`src/rtl/simon_pkg.sv`:
```
// Shared types and helpers for the Simon game core: FSM states, symbol types,
// and conversions between 2-bit symbol indices and one-hot switch patterns.
package simon_pkg;

   typedef enum logic [2:0] {
      IDLE,
      EXTEND,
      SHOW,
      WAIT_IN,
      CHECK,
      FAIL,
      WIN
   } state_t;

   typedef logic [1:0] sym_idx_t;
   typedef logic [3:0] sym_t;

   localparam int LFSR_W = 8;

   function automatic sym_t idx2sym(sym_idx_t idx);
      return sym_t'(4'b0001 << idx);
   endfunction

   function automatic logic is_onehot4(sym_t s);
      return $onehot(s);
   endfunction

endpackage

```
`src/rtl/simon_lfsr.sv`:
```
// 8-bit Fibonacci LFSR (taps 8,6,5,4) that advances only when enabled; exposes
// its two low bits as the next symbol index.
module simon_lfsr
   import simon_pkg::*;
#(
   parameter logic [LFSR_W-1:0] SEED = 8'hA5
) (
   input  logic     clk,
   input  logic     reset,
   input  logic     enable,
   output sym_idx_t idx
);

   logic [LFSR_W-1:0] lfsr_q;
   logic [LFSR_W-1:0] lfsr_d;
   logic              feedback;

   // NOTE: every variable assigned in always_comb gets a default first, so no path leaves it unassigned and no latch is inferred.
   always_comb begin
      feedback = lfsr_q[7] ^ lfsr_q[5] ^ lfsr_q[4] ^ lfsr_q[3];
      lfsr_d   = lfsr_q;
      if (enable) begin
         lfsr_d = {lfsr_q[6:0], feedback};
      end
   end

   // NOTE: sequential state uses non-blocking assignments so all flops update together from pre-edge values.
   always_ff @(posedge clk) begin
      if (!reset) begin
         lfsr_q <= SEED;
      end else begin
         lfsr_q <= lfsr_d;
      end
   end

   assign idx = lfsr_q[1:0];

endmodule

```
`config.mk`:
```
export PLATFORM = sky130hd
export DESIGN_NAME = simon_lfsr
export DESIGN_NICKNAME = d
export VERILOG_FILES = /design/src/rtl/simon_pkg.sv /design/src/rtl/simon_lfsr.sv
export SDC_FILE = /design/constraint.sdc
export NUM_CORES = 1
export LEC_CHECK = 0
export CORE_AREA = 2 2 39 41
export CTS_BUF_LIST = sky130_fd_sc_hd__clkbuf_8
export CTS_CLUSTER_DIAMETER = 50
export DETAILED_ROUTE_END_ITERATION = 7
export DIE_AREA = 0 0 41 43
export PLACE_DENSITY = 0.4
export SLEW_MARGIN = 20
export SYNTH_ARGS = -nofsm -noshare
export SYNTH_HDL_FRONTEND = slang
export SYNTH_SLANG_ARGS = --single-unit
```
`constraint.sdc`:
```
create_clock -name clk -period 2.45 [get_ports clk]
set_clock_uncertainty 0.05 [all_clocks]
set_input_delay 0.49 -clock clk [delete_from_list [all_inputs] [get_ports clk]]
set_output_delay 0.49 -clock clk [all_outputs]
set_load 0.02 [all_outputs]
```
==> impl_summary.md, run 1 <==
Power and ir drop
The internal portion of total power is 0.2754 mW. The sequential share of power is 43.1%. Summing internal, switching and leakage power gives 0.3526 mW.

The total power density per cell area is 864.5 nW/µm². Of the total power, the share spent switching nets is 21.91%. The worst IR drop on VDD is 342.5 µV. The leakage power is 0.1676 nW.

In this run, the combinational gates consume 13.1% of the power. The clock network burns 43.8% of the power. The switching power summed over all nets is 0.07725 mW.

Floorplanning
In this run the vertical extent of the chip is 43 µm. The die area is 1763 µm². The die extent in x is 41 µm. The number of top-level design ports is 5. The core region area is 1384 µm².

The count of standard-cell rows is 14. The starting density of the core is 23.78%.

STA
Subtracting the final worst setup slack from the clock period gives 1.723 ns. The transition time of the tightest slew-check pin is 0.4402 ns. In the post-route analysis, the smallest setup slack over all paths is 0.7275 ns. The minimum hold slack is 0.4314 ns. The final count of pins violating max slew is 0. Setup repair after global routing left no endpoint under its margin.

Setup violations remaining at the end of the flow were counted as 0. Setup total negative slack on the finished layout was measured at 0 ns. The highest attainable clock frequency is 0.5805 GHz.

The hold violation count in the final report came to 0. The relative slew slack is 70.56%. Dividing the final minimum period by the clock period gives 70.31%.

Synthesis
In this run the mean area of a mapped cell was 10.97 µm². Yosys printed 0 warnings. Of the synthesized area, sequential elements account for 48.67%. The synthesized netlist contains 8 unique library cells. After synthesis the cells add up to 329.1 µm². The post-synthesis register bit count is 8. Counting every instance in the synthesized netlist gives 30.

The total nets after synthesis is 33.

Routing
In this run the remaining antenna-violating nets after routing total 0. The number of vias per cell is 4.140. In the routed design, unresolved DRC markers number 0.

After detailed routing, the average wire length per cell comes to 10.10 µm. The number of detailed-route iterations in the first pass is 2. The count of vias placed by the detailed router is 207.

The first-iteration detailed-routing DRC count is 1. The routed design has 505 µm of wire.

Clock tree
The deepest level of the CTS H-tree is 1. After clock tree synthesis, the clock-pin slew on the worst setup and hold paths is 0.04 ns. The maximum buffer depth of the clock tree is 2. For the worst-skew pair, the clock arrives at the later sink with an insertion delay of 0.23 ns. The clock sink count is 8. The tree is rooted in a sky130_fd_sc_hd__clkbuf_8. The post-CTS resize count is 0. The quantity of hold-fixing buffers added after cts is 0. The number of clock buffers added by TritonCTS is 3. The total setup buffers inserted after CTS is 0. TritonCTS built the clock tree.

Critical path
The category of the most critical setup path is flop to output pin. The stage delay of the slowest cell on the critical path is 0.61 ns. The arrival time reported for the critical path endpoint is 1.18 ns. The largest fanout on the critical path is 3. The endpoint required time on the critical path is 1.91 ns. The critical path goes through clkdlybuf4s50_1. The source of the worst register-to-register timing path is lfsr_q[3]. Broken down by cell family, the worst path's largest delay share belongs to buffers and inverters. The launching element of the worst setup path is lfsr_q[1]. Counting both buffers and inverters, the worst setup path holds a total of 1. The worst setup path is launched from a flop. The slowest cell on the critical path is sky130_fd_sc_hd__clkdlybuf4s50_1. The category of the worst setup path capture point is an output pin.

GRT
The first global-routing pass estimated 897 µm of wire. The initial antenna violation count is 0. The aggregate global-route resource usage is 8.770%. The via count of the first global-routing pass is 216. Entering global routing, the biggest net connects 10 pins. For this run the aggregate overflow at the end of global routing stands at 0.

Hold path
The worst hold path begins at lfsr_q[2]. The type of the tightest min-delay check is flop to flop.

Finish
In the final layout, the registers with the most flip-flops are lfsr_q x8. The register name with the most flops is lfsr_q. The proportion of layout cells with a drive suffix above 1 is 8.824%. The number of nets in the finished design is 39.

Cells fill 29.48% of the core in the end. The register with the most flip-flops in the layout has 8 of them. From synthesis to final layout, the design area changed by 23.95%. 0 antenna diodes ended up in the layout.

Place
The congestion estimate from routability-driven global placement came to 0.5950. The number of port buffers is 4. The detailed placement HPWL is 384.3 µm. At the placement stage, the worst setup path has a slack of 0.7179 ns.

Run status
The run finished with clean final reports.

Flow run
The reported max-cap violation count is 0.
==> path summary, 6_finish.rpt <==
path,end,slack (ns),depth (start not counted)
hold / removal,lfsr_q[2],0.43,2
setup reg to reg,lfsr_q[0],1.51,3
hold reg to reg,lfsr_q[2],0.43,2
setup / recovery,idx[1],0.73,1
==> layout by cell type (no fill, tap or decap) <==
master / n
sky130_fd_sc_hd__a31oi_1: 1
sky130_fd_sc_hd__clkbuf_8: 3
sky130_fd_sc_hd__clkdlybuf4s50_1: 4
sky130_fd_sc_hd__dfxtp_1: 8
sky130_fd_sc_hd__mux2i_1: 7
sky130_fd_sc_hd__nand2_1: 3
sky130_fd_sc_hd__nor2b_1: 4
sky130_fd_sc_hd__nor3b_1: 1
sky130_fd_sc_hd__xnor2_1: 3
==> final cells by class <==
class,instances,area (µm²)
multi-input cells,19,146.4
clock buffers,3,41.29
fillers,148,975.9
flip-flops and latches,8,160.2
repair buffers,4,40.04
well taps,16,20.02
==> cells in the mapped netlist <==
library cell	instances	area (µm²)
sky130_fd_sc_hd__nand2_1	3	11.26
sky130_fd_sc_hd__dfxtp_1	8	160.2
sky130_fd_sc_hd__nor3b_1	1	7.510
sky130_fd_sc_hd__buf_4	3	22.52
sky130_fd_sc_hd__a31oi_1	1	6.260
sky130_fd_sc_hd__mux2i_1	7	70.07
sky130_fd_sc_hd__xnor2_1	3	26.28
sky130_fd_sc_hd__nor2b_1	4	25.02
==> routing by layer <==
metal | wire, µm | vias to the layer above | share of wire, % | track usage (%)
met1 | 209 | 87 | 41 | 7.492
met3 | 49 | 4 | 9.7 | 6.806
met4 | 26 | 0 | 5.1 | 10.00
met5 | 0 | - | 0 | 0
met2 | 219 | 9 | 43 | 11.25
li1 | - | 107 | - | -
==> kinds of logic after synthesis <==
| family | after synthesis | share of synthesized area (%) |
|---|---|---|
| AO/OA/AOI/OAI | 1 | 1.902 |
| XOR/XNOR | 3 | 7.986 |
| buffers and inverters | 3 | 6.844 |
| flip-flops | 8 | 48.67 |
| multiplexers | 7 | 21.29 |
| AND/OR/NAND/NOR | 8 | 13.31 |
==> worst min-delay path, cell delays in order, from the launching register on <==
cell and delay [ns]:
sky130_fd_sc_hd__dfxtp_1 0.32, sky130_fd_sc_hd__mux2i_1 0.07, sky130_fd_sc_hd__nand2_1 0.06
==> power by group through the flow <==
stage	Combinational [mW]	Clock [mW]	Sequential, mW
after global routing	0.0515	0.164	0.154
after CTS	0.0471	0.159	0.152
after detailed placement	0.0468	0	0.154
after floorplan	0.0384	0	0.152
final	0.0464	0.154	0.152
after global placement	0.0464	0	0.153
==> per-stage QoR <==
stage          cell area (µm²)  instances
6_report                 407.9         50
5_1_grt                  407.9         50
4_1_cts                  407.9         50
3_5_place_dp             366.6         47
3_3_place_gp             366.6         47
2_1_floorplan            329.1         30
Power figures use the tool's default switching activity.
==> run 2, diff against run 1 <==
--- a/config.mk
+++ b/config.mk
@@ -10,7 +10,7 @@
 export CTS_CLUSTER_DIAMETER = 50
 export DETAILED_ROUTE_END_ITERATION = 7
 export DIE_AREA = 0 0 41 43
-export PLACE_DENSITY = 0.4
+export PLACE_DENSITY = 0.41
 export SLEW_MARGIN = 20
 export SYNTH_ARGS = -nofsm -noshare
 export SYNTH_HDL_FRONTEND = slang
==> constraint.sdc (replaced) <==
create_clock -name clk -period 1.4 [get_ports clk]
set_clock_uncertainty 0.05 [all_clocks]
set_input_delay 0.28 -clock clk [delete_from_list [all_inputs] [get_ports clk]]
set_output_delay 0.28 -clock clk [all_outputs]
set_load 0.02 [all_outputs]
==> impl_summary.md, run 2 (synthesized netlist as in run 1, its figures left out) <==
Flow run
The reported max-cap violation count came to 0 (unchanged).

Critical path
The category of the worst setup path capture point is an output pin. The startpoint type of the worst setup path is a flop. The slowest cell on the critical path is sky130_fd_sc_hd__dfxtp_1. The largest fanout on the critical path came to 3 (unchanged). The category of the most critical setup path is flop to output pin.

The total buffers and inverters traversed by the critical path is 1 (unchanged). The gate family responsible for the most delay along the worst path is flip-flops. The stage delay of the slowest cell on the critical path is 0.34 ns (-0.27 ns). The launching element of the worst setup path is lfsr_q[0]. The critical path goes through dlygate4sd2_1. The endpoint required time on the critical path came to 1.07 ns (-0.84 ns). The arrival time reported for the critical path endpoint is 0.91 ns (-0.27 ns).

The startpoint identified for the worst register-to-register timing path is lfsr_q[4].

Finish
The filler cell count is 144 (-2.7%). In the layout the commonest cells are sky130_fd_sc_hd__dfxtp_1, sky130_fd_sc_hd__mux2i_1, sky130_fd_sc_hd__nor2b_1. The number of nets in the finished design came to 42 (+7.7%).

The flip-flop count of the largest register, all copies and words added came to 8 (unchanged). Relative to the synthesized area, the layout overhead comes to 30.04%. The largest registers in the layout are lfsr_q x8. The post-route core utilization is 30.92% (+1.4 points). The most common cell after layout, fill and taps aside is sky130_fd_sc_hd__dfxtp_1. The proportion of layout cells with a drive suffix above 1 is 16.22% (+7.4 points). The diode insertion count for antenna repair is 0 (unchanged). The non-filler instance count after layout is 53 (+6.0%). Ranked by flip-flop count, first place goes to lfsr_q. The cell area after layout is 427.9 µm² (+4.9%).

Run status
The flow ran to the end, and the final reports show no timing, DRC or antenna violations.

Power and ir drop
The sequential share of power is 42.9% (-0.2 points). The switching power summed over all nets is 0.1345 mW (+74%). The combinational fraction of design power is 13.2% (about the same).

The fraction of power spent switching nets is 21.80% (-0.11 points). The proportion of power drawn by the clock network is 43.8% (about the same). The power consumption is 0.6168 mW (+75%). The internal portion of total power is 0.4823 mW (+75%).

The worst IR drop on VDD is 593.3 µV (+73%). The total power density per cell area was 1441 nW/µm² (+67%). The leakage power is 0.1840 nW (+9.8%).

STA
Subtracting the final worst setup slack from the clock period gives 1.237 ns. The hold violation count in the final report came to 0 (unchanged). The transition time of the tightest slew-check pin came to 0.1987 ns (-0.2415 ns).

The final count of pins violating max slew was 0 (unchanged). Setup repair after global routing left no endpoint under its margin. The setup TNS after final layout came to 0 ns (unchanged).

The relative slew slack is 86.71% (+16 points). The highest attainable clock frequency is 0.8083 GHz. The post-route worst setup slack is 0.1629 ns (-0.5646 ns).

The minimum hold slack is 0.4202 ns (-0.01117 ns). The post-route fraction of the period consumed by the critical path is 88.36%. The total of endpoints with negative setup slack in the final report is 0 (unchanged).

Routing
The detailed-route wire length is 491 µm (-2.8%). The count of vias placed by the detailed router is 211 (+1.9%). The post-detailed-route count of antenna-violating nets was 0 (unchanged). The number of vias per cell is 3.981 (-3.8%). The detailed-route DRC error count is 0 (unchanged). The number of detailed-route iterations in the first pass is 2 (unchanged). The first-iteration detailed-routing DRC count is 1 (unchanged). The wire length per cell is 9.264 µm (-8.3%).

Clock tree
The total setup buffers inserted after CTS is 0 (unchanged). The clock tree from TritonCTS is built. The quantity of hold-fixing buffers added after cts is 0 (unchanged). The maximum buffer depth of the clock tree is 2 (unchanged). The CTS buffer count is 3 (unchanged). The cell at the root of the clock tree is sky130_fd_sc_hd__clkbuf_8.

The clock sink count is 8 (unchanged). The clock-pin slew reported for the worst setup and hold paths after clock tree synthesis is 0.04 ns (about the same). The insertion delay to the later sink of the worst-skew pair is 0.23 ns (about the same). The deepest level of the CTS H-tree is 1 (unchanged).

Floorplanning
The die area is 1763 µm² (unchanged). The number of top-level design ports came to 5 (unchanged). The count of standard-cell rows came to 14 (unchanged).

The core region area is 1384 µm² (unchanged). The die extent in x is 41 µm (unchanged). The height of the die is 43 µm (unchanged).

The starting density of the core is 23.78% (unchanged).

GRT
The aggregate global-route resource usage is 7.359% (-1.4 points). The aggregate global routing overflow is 0 (unchanged). The via count of the first global-routing pass was 208 (-3.7%). The maximum number of pins on one net before global-route repair is 7 (-3). The initial antenna violation count is 0 (unchanged). The global-route wire length before repair is 821 µm (-8.5%).

Place
The worst-case setup slack after placement came to 0.06321 ns (-0.6547 ns). The number of port buffers is 4 (unchanged). The final weighted congestion of routability-driven global placement is 0.7304 (+23%). The total cell area at the placement stage is 389.1 µm² (+6.1%). The total placed cells including tap cells is 50 (+6.4%).

Hold path
The startpoint identified for the worst hold timing path is lfsr_q[2]. The path class of the tightest hold or removal check is flop to flop.
-- run 2: changes by cell type in the layout (fill, tap and decap cells not counted), sizes merged --
cell,delta
clkdlybuf4s50,-2
dlygate4sd2,+2
buf,+3
-- run 2: layout make-up --
cell class	count	area [µm²]	share of cell area (%)
flip-flops and latches	8	160.2	37.43
multi-input cells	19	146.4	34.21
well taps	16	20.02	4.678
repair buffers	7	60.06	14.04
clock buffers	3	41.29	9.649
-- run 2: final timing paths --
check                                 end  slack [ns]  cells past startpoint
worst min-delay path            lfsr_q[2]        0.42                      2
worst min register to register  lfsr_q[2]        0.42                      2
worst max-delay path               idx[0]        0.16                      1
worst max register to register  lfsr_q[0]        0.50                      3
-- run 2: metal layers --
metal,GRT usage (%),share of wire (%),vias to the layer above
met2,8.750,45,5
met1,8.795,48,94
met4,8.000,0,0
met5,0,0,-
li1,-,-,112
met3,3.141,7.1,0
-- run 2: power by group through the flow --
stage / Sequential (mW) / Clock, mW / Combinational [mW]
6_report: 0.265 / 0.270 / 0.0816
5_1_grt: 0.268 / 0.290 / 0.0900
4_1_cts: 0.265 / 0.283 / 0.0829
3_5_place_dp: 0.269 / 0 / 0.0876
3_3_place_gp: 0.269 / 0 / 0.0871
2_1_floorplan: 0.265 / 0 / 0.0672
-- run 2: worst register-to-register path, stage by stage (launching register included) --
cell	delay (ns)
sky130_fd_sc_hd__dfxtp_1	0.36
sky130_fd_sc_hd__xnor2_1	0.15
sky130_fd_sc_hd__xnor2_1	0.13
sky130_fd_sc_hd__a31oi_1	0.09
-- run 2: what timing repair did --
| action | in CTS | in global routing |
|---|---|---|
| endpoints found under the hold margin | 0 | 0 |
| setup endpoints to repair | 2 | 0 |
| resized for setup | 2 | 0 |
